--- src/rtl/divider_shift_sub_pkg.sv ---
// divider_pkg: shared state encoding and default widths for the shift-subtract divider
package divider_pkg;
  localparam int L_state = 3;
  localparam int L_divn_def = 8;
  localparam int L_divr_def = 4;
  typedef enum logic [L_state-1:0] {
    S_idle = 3'd0,
    S_run  = 3'd1,
    S_fix  = 3'd2,
    S_done = 3'd3,
    S_err  = 3'd4
  } state_t;
endpackage

--- src/rtl/divider_shift_sub_if.sv ---
// divider_shift_sub_if: Start/Ready command and result bundle between controller and divider
interface divider_shift_sub_if
  import divider_pkg::*;
#(
  parameter int L_divn = L_divn_def,
  parameter int L_divr = L_divr_def
);
  logic              Start;
  logic              signed_mode;
  logic [L_divn-1:0] word1;
  logic [L_divr-1:0] word2;
  logic [L_divn-1:0] quotient;
  logic [L_divr-1:0] remainder;
  logic              Ready;
  logic              Error;
  logic              Overflow;
  modport master (
    output Start, signed_mode, word1, word2,
    input  quotient, remainder, Ready, Error, Overflow
  );
  modport slave (
    input  Start, signed_mode, word1, word2,
    output quotient, remainder, Ready, Error, Overflow
  );
endinterface

--- src/rtl/divider_shift_sub_div_step.sv ---
// div_step: one restoring-division iteration producing the new partial remainder and quotient bit
module div_step #(
  parameter int L_divr = 4
) (
  input  logic [L_divr:0]   prem_i,
  input  logic              bit_i,
  input  logic [L_divr-1:0] divisor_i,
  output logic [L_divr:0]   prem_o,
  output logic              q_o
);
  logic [L_divr+1:0] sh;
  logic [L_divr+1:0] trial;
  // prem stays below the divisor, so the shifted value never reaches the sign bit of trial
  assign sh     = {prem_i, bit_i};
  assign trial  = sh - {2'b00, divisor_i};
  assign q_o    = ~trial[L_divr+1];
  assign prem_o = q_o ? trial[L_divr:0] : sh[L_divr:0];
endmodule

--- src/rtl/divider_shift_sub.sv ---
// divider_shift_sub: radix-2 shift-and-subtract divider, one quotient bit per clock, signed/unsigned
module divider_shift_sub
  import divider_pkg::*;
#(
  parameter int L_divn = L_divn_def,
  parameter int L_divr = L_divr_def
) (
  input logic clock,
  input logic reset,
  divider_shift_sub_if.slave bus
);
  localparam int L_cnt = $clog2(L_divn);
  state_t            state_q, state_d;
  logic [L_divn-1:0] dvd_q, dvd_d, quo_q, quo_d, mag1, q_fix;
  logic [L_divr-1:0] dvr_q, dvr_d, rem_q, rem_d, mag2, r_fix;
  logic [L_divr:0]   prem_q, prem_d, prem_nx;
  logic [L_cnt-1:0]  cnt_q, cnt_d;
  logic              q_neg_q, q_neg_d, r_neg_q, r_neg_d, sm_q, sm_d;
  logic              err_q, err_d, ovf_q, ovf_d;
  logic              idle, accept, q_bit, s1, s2, zero_div;
  div_step #(.L_divr(L_divr)) u_step (
    .prem_i    (prem_q),
    .bit_i     (dvd_q[L_divn-1]),
    .divisor_i (dvr_q),
    .prem_o    (prem_nx),
    .q_o       (q_bit)
  );
  assign idle     = (state_q == S_idle) || (state_q == S_done) || (state_q == S_err);
  assign accept   = idle && bus.Start;
  assign zero_div = (bus.word2 == '0);
  assign s1       = bus.signed_mode & bus.word1[L_divn-1];
  assign s2       = bus.signed_mode & bus.word2[L_divr-1];
  assign mag1     = s1 ? -bus.word1 : bus.word1;
  assign mag2     = s2 ? -bus.word2 : bus.word2;
  assign q_fix    = q_neg_q ? -dvd_q : dvd_q;
  assign r_fix    = r_neg_q ? -prem_q[L_divr-1:0] : prem_q[L_divr-1:0];
  assign bus.Ready     = idle && reset;
  assign bus.quotient  = quo_q;
  assign bus.remainder = rem_q;
  assign bus.Error     = err_q;
  assign bus.Overflow  = ovf_q;
  // next-state: accept commands when idle, iterate in S_run, apply signs in S_fix
  always_comb begin
    state_d = state_q;
    dvd_d   = dvd_q;
    dvr_d   = dvr_q;
    prem_d  = prem_q;
    cnt_d   = cnt_q;
    quo_d   = quo_q;
    rem_d   = rem_q;
    q_neg_d = q_neg_q;
    r_neg_d = r_neg_q;
    sm_d    = sm_q;
    err_d   = err_q;
    ovf_d   = ovf_q;
    case (state_q)
      S_run: begin
        dvd_d   = {dvd_q[L_divn-2:0], q_bit};
        prem_d  = prem_nx;
        cnt_d   = cnt_q + 1'b1;
        state_d = (cnt_q == L_cnt'(L_divn - 1)) ? S_fix : S_run;
      end
      S_fix: begin
        quo_d   = q_fix;
        rem_d   = r_fix;
        ovf_d   = sm_q & ~q_neg_q & dvd_q[L_divn-1];
        state_d = S_done;
      end
      default: begin
        if (accept) begin
          state_d = zero_div ? S_err : S_run;
          err_d   = zero_div;
          ovf_d   = 1'b0;
          if (!zero_div) begin
            dvd_d   = mag1;
            dvr_d   = mag2;
            q_neg_d = s1 ^ s2;
            r_neg_d = s1;
            sm_d    = bus.signed_mode;
            prem_d  = '0;
            cnt_d   = '0;
          end
        end
      end
    endcase
  end
  // state and datapath registers, cleared asynchronously so a reset abandons any run
  always_ff @(posedge clock or negedge reset) begin
    if (!reset) begin
      state_q <= S_idle;
      dvd_q   <= '0;
      dvr_q   <= '0;
      prem_q  <= '0;
      cnt_q   <= '0;
      quo_q   <= '0;
      rem_q   <= '0;
      q_neg_q <= 1'b0;
      r_neg_q <= 1'b0;
      sm_q    <= 1'b0;
      err_q   <= 1'b0;
      ovf_q   <= 1'b0;
    end else begin
      state_q <= state_d;
      dvd_q   <= dvd_d;
      dvr_q   <= dvr_d;
      prem_q  <= prem_d;
      cnt_q   <= cnt_d;
      quo_q   <= quo_d;
      rem_q   <= rem_d;
      q_neg_q <= q_neg_d;
      r_neg_q <= r_neg_d;
      sm_q    <= sm_d;
      err_q   <= err_d;
      ovf_q   <= ovf_d;
    end
  end
endmodule

--- src/flat_wrapper.sv ---
// flat-port wrapper written by rule: the top's interface ports become plain ports
module divider_shift_sub_flat import divider_pkg::*;
#(
  parameter int L_divn = L_divn_def,
  parameter int L_divr = L_divr_def
)
  (clock, reset, bus_Start, bus_signed_mode, bus_word1, bus_word2, bus_quotient, bus_remainder, bus_Ready, bus_Error, bus_Overflow);
  divider_shift_sub_if #(.L_divn(L_divn), .L_divr(L_divr)) bus_i ();
  input logic clock;
  input logic reset;
  input wire logic [$bits(bus_i.Start)-1:0] bus_Start;
  input wire logic [$bits(bus_i.signed_mode)-1:0] bus_signed_mode;
  input wire logic [$bits(bus_i.word1)-1:0] bus_word1;
  input wire logic [$bits(bus_i.word2)-1:0] bus_word2;
  output wire logic [$bits(bus_i.quotient)-1:0] bus_quotient;
  output wire logic [$bits(bus_i.remainder)-1:0] bus_remainder;
  output wire logic [$bits(bus_i.Ready)-1:0] bus_Ready;
  output wire logic [$bits(bus_i.Error)-1:0] bus_Error;
  output wire logic [$bits(bus_i.Overflow)-1:0] bus_Overflow;
  assign bus_i.Start = bus_Start;
  assign bus_i.signed_mode = bus_signed_mode;
  assign bus_i.word1 = bus_word1;
  assign bus_i.word2 = bus_word2;
  assign bus_quotient = bus_i.quotient;
  assign bus_remainder = bus_i.remainder;
  assign bus_Ready = bus_i.Ready;
  assign bus_Error = bus_i.Error;
  assign bus_Overflow = bus_i.Overflow;
  divider_shift_sub #(.L_divn(L_divn), .L_divr(L_divr)) u_core (.clock(clock), .reset(reset), .bus(bus_i));
endmodule
--- config.mk ---
export PLATFORM = sky130hd
export DESIGN_NAME = divider_shift_sub_flat
export DESIGN_NICKNAME = d
export VERILOG_FILES = /design/src/rtl/divider_shift_sub_pkg.sv /design/src/rtl/divider_shift_sub_if.sv /design/src/rtl/divider_shift_sub_div_step.sv /design/src/rtl/divider_shift_sub.sv /design/src/flat_wrapper.sv
export SDC_FILE = /design/constraint.sdc
export NUM_CORES = 1
export LEC_CHECK = 0
export CORE_ASPECT_RATIO = 0.75
export CORE_MARGIN = 2
export CORE_UTILIZATION = 55
export DETAILED_ROUTE_END_ITERATION = 6
export PLACE_DENSITY = 0.81
export SYNTH_ARGS = -nofsm -noshare
export SYNTH_HDL_FRONTEND = slang
export SYNTH_SLANG_ARGS = --single-unit
--- constraint.sdc ---
create_clock -name clock -period 4.4 [get_ports clock]
set_input_delay 0.88 -clock clock [delete_from_list [all_inputs] [get_ports clock]]
set_output_delay 0.88 -clock clock [all_outputs]
set_load 0.1 [all_outputs]
==> summary.txt <==
Detailed routing
  – Iter 0 DRT Violations: 148
  – Routed wire length: 4970 um
  – Vias: 1,922
  – Per-cell routed wire length: 14.6 um
  – Remaining DRCs: 0
  – Initial DRT Pass Iterations: 5
  – Vias per cell: 5.65
  – Final ANT Viol Nets: 0

Global routing
  – Initial antenna violation count: 0
  – Global route total overflow: 0
  – Total track usage: 22.9%
  – Number of global-route vias before repair: 1,731
  – Largest net degree at the start of global routing: 42
  – Global-route wire length before repair: 8360 um

Timing
  – Slew margin rel.: 24.1%
  – Period minus WS final: 2.90 ns
  – Setup Skew: 0.00874 ns
  – RSZ-0062 raised after global routing: no
  – Hold slack final: 0.491 ns
  – Worst-Margin Slew: 1.13 ns
  – Max Transition Viols Final: 0
  – Achievable clock frequency: 0.344 GHz
  – Fin crit share: 66.0%
  – Final Hold Vio Count: 0
  – Final setup fails: 0
  – Setup TNS: 0 ns

Worst setup path
  – Slowest CP cell: a21o_1
  – Setup CP Type: in -> reg
  – R2r endpoint: u_core.prem_q[4]$_DFFE_PN0P_
  – R2R setup slack: 2.30 ns
  – Critical path peak fanout: 27
  – Startpoint Class: primary input
  – Worst path max stage delay: 0.66 ns
  – CP bufs+invs: 2
  – Worst setup EP type: flip-flop
  – Critical path, cell by cell: clkdlybuf4s50_1 -> inv_1 -> ha_1 -> nor3b_2 -> a21o_1 -> a21oi_1 -> a22oi_1 -> o21ai_0
  – Cells on worst reg2reg path: 7
  – CP arrival: 3.04 ns
  – Req. time, crit path: 4.54 ns
  – R2r startpoint: u_core.dvd_q[7]$_DFFE_PN0P_
  – Top Family by Delay on Critical Path: compound AO/OA/AOI/OAI gates

Min path
  – WHS Path Cells: 2
  – Type of the most critical hold path: reg -> reg
  – Hold Startpoint: u_core.sm_q$_DFFE_PN0P_
  – Endpoint, Worst Hold: u_core.sm_q$_DFFE_PN0P_

Clock network
  – Post-CTS repair timing setup buffer count: 0
  – Root buffer cell: clkbuf_8
  – Worst-skew pair later-pin latency: 0.30 ns
  – Clock sinks: 40
  – CTS Buffer Depth: 2
  – CTS tree: done
  – Post-CTS resize count: 0
  – TritonCTS buffer count: 5
  – Clock transition at the registers of the reported paths: 0.08 ns
  – Cts hold-fix bufs: 0
  – H-tree levels: 2

Yosys
  – Count of cell types in the netlist: 43
  – Synthesis-stage register bit count: 40
  – Number of flops mapped to enable cells by yosys: 0
  – Synth warn: 0
  – Syn nets: 286
  – Syn_area_per_cell: 9.16 um2
  – Register area share after synthesis: 42.2%
  – Asr flop ratio synth: 100%
  – Synth Instances: 259
  – Syn Std Cell Area: 2370 um2
  – Main synth FF type: dfrtp_1

Floorplan
  – Die ar.: 4860 um2
  – Horiz. Die Dim: 79.9 um
  – Die Span Y: 60.9 um
  – Core ar.: 4100 um2
  – Num ports: 31
  – Cell Rows: 20
  – Initial Util: 57.8%

Layout
  – Layout cells sized above 1: 8.07%
  – Final-layout fill cell count: 335
  – # diodes: 0
  – Final nets: 311
  – Finished Layout Cells: 340
  – Area grow syn2layout: 17.9%
  – Area taken by multi-input logic gates: 1260 um2
  – FF/Latch Area: 1000 um2

Place
  – Placed Cells: 332
  – Port buffer count: 30
  – GP Congestion: 0.852
  – Hpwl dp: 3570 um

Status
  – Status: complete, no violations

Flow run
  – Max-Cap Viols: 0
==> per-layer routing <==
layer  global-route usage (%)  routed length (um)  vias up
li1                         -                   -      957
met1                     33.8                2440      912
met2                     34.0                2260       49
met3                     4.17                 227        4
met4                     8.72                  53        0
met5                        0                   0        -
==> worst min-delay path, delay by kind of cell, from the launching register on <==
| kind | cells | cell delay [ns] |
|---|---|---|
| DFF | 1 | 0.35 |
| and+or+nand+nor | 2 | 0.12 |
==> synth_stat cells (3+ instances only) <==
cell / number / area (um2)
nor2b_1: 6 / 37.5
ha_1: 10 / 125
mux2i_1: 6 / 60.1
nand2b_1: 4 / 25.0
nand2_1: 27 / 101
o31ai_1: 3 / 22.5
nor2_1: 16 / 60.1
o21ai_0: 19 / 95.1
nand3_1: 16 / 80.1
or3_1: 5 / 31.3
inv_1: 14 / 52.6
xor2_1: 9 / 78.8
dfrtp_1: 40 / 1000
a21oi_1: 23 / 115
nor3_1: 3 / 15.0
xnor2_1: 6 / 52.6
mux2_2: 5 / 56.3
buf_2: 8 / 40.0
clkbuf_1: 6 / 22.5
==> sequential cells by signal (all words and copies together) (netlist names) <==
signal,cells
u_core.dvr_q,4
u_core.r_neg_q,1
u_core.sm_q,1
u_core.q_neg_q,1
u_core.bus.Error,1
u_core.bus.remainder,4
u_core.dvd_q,8
u_core.state_q,3
u_core.bus.Overflow,1
u_core.prem_q,5
u_core.cnt_q,3
u_core.bus.quotient,8
==> how the worst max path moves through the flow <==
| stage | start | end | cells after the start |
|---|---|---|---|
| final | bus_word2[1] | u_core.dvd_q[7]$_DFFE_PN0P_ | 8 |
| after floorplan | reset | bus_Ready | 1 |
| after global placement | bus_word2[0] | u_core.dvd_q[7]$_DFFE_PN0P_ | 8 |
| after CTS | bus_word2[1] | u_core.dvd_q[7]$_DFFE_PN0P_ | 8 |
| after detailed placement | bus_word2[1] | u_core.dvd_q[7]$_DFFE_PN0P_ | 8 |
| after global routing | bus_word2[1] | u_core.dvd_q[7]$_DFFE_PN0P_ | 8 |
==> metrics by stage <==
stage	worst slack [ns]	util (%)	cell area (um2)
after floorplan	1.91	-	2370
after global placement	1.34	65.5	2690
after detailed placement	1.19	65.5	2690
after CTS	1.52	68.2	2800
after global routing	1.27	68.2	2800
final	1.50	68.2	2800
==> cell usage in the layout, fill, tap and decap left out, types with 9 or more instances in the layout <==
cell	n
o21ai_0	19
clkdlybuf4s50_1	28
ha_1	10
xor2_1	9
nand3_1	16
inv_1	14
nor2_1	16
dfrtp_1	40
nand2_1	27
a21oi_1	23
==> cell type report <==
type	count	share of cell area [%]
clock buffer	5	2.46
multi-input combinational	191	44.9
inverter	14	1.88
timing repair buffer	32	11.0
sequential	40	35.8
tap	55	2.46
clock inverter	3	1.52
==> cell families (layout without fill, tap and decap cells) <==
group | Yosys count | count (layout) | synth area share (%)
AO/OA/AOI/OAI | 62 | 62 | 16.1
XOR/XNOR | 15 | 15 | 5.54
adder cells (fa/ha/maj) | 11 | 11 | 6.11
buffers and inverters | 28 | 54 | 4.85
flip-flops | 40 | 40 | 42.2
multiplexers | 11 | 11 | 4.90
AND/OR/NAND/NOR | 92 | 92 | 20.3
Power is not shown: default switching activity piles up to over one toggle a cycle in this logic, so the estimate is an artifact.
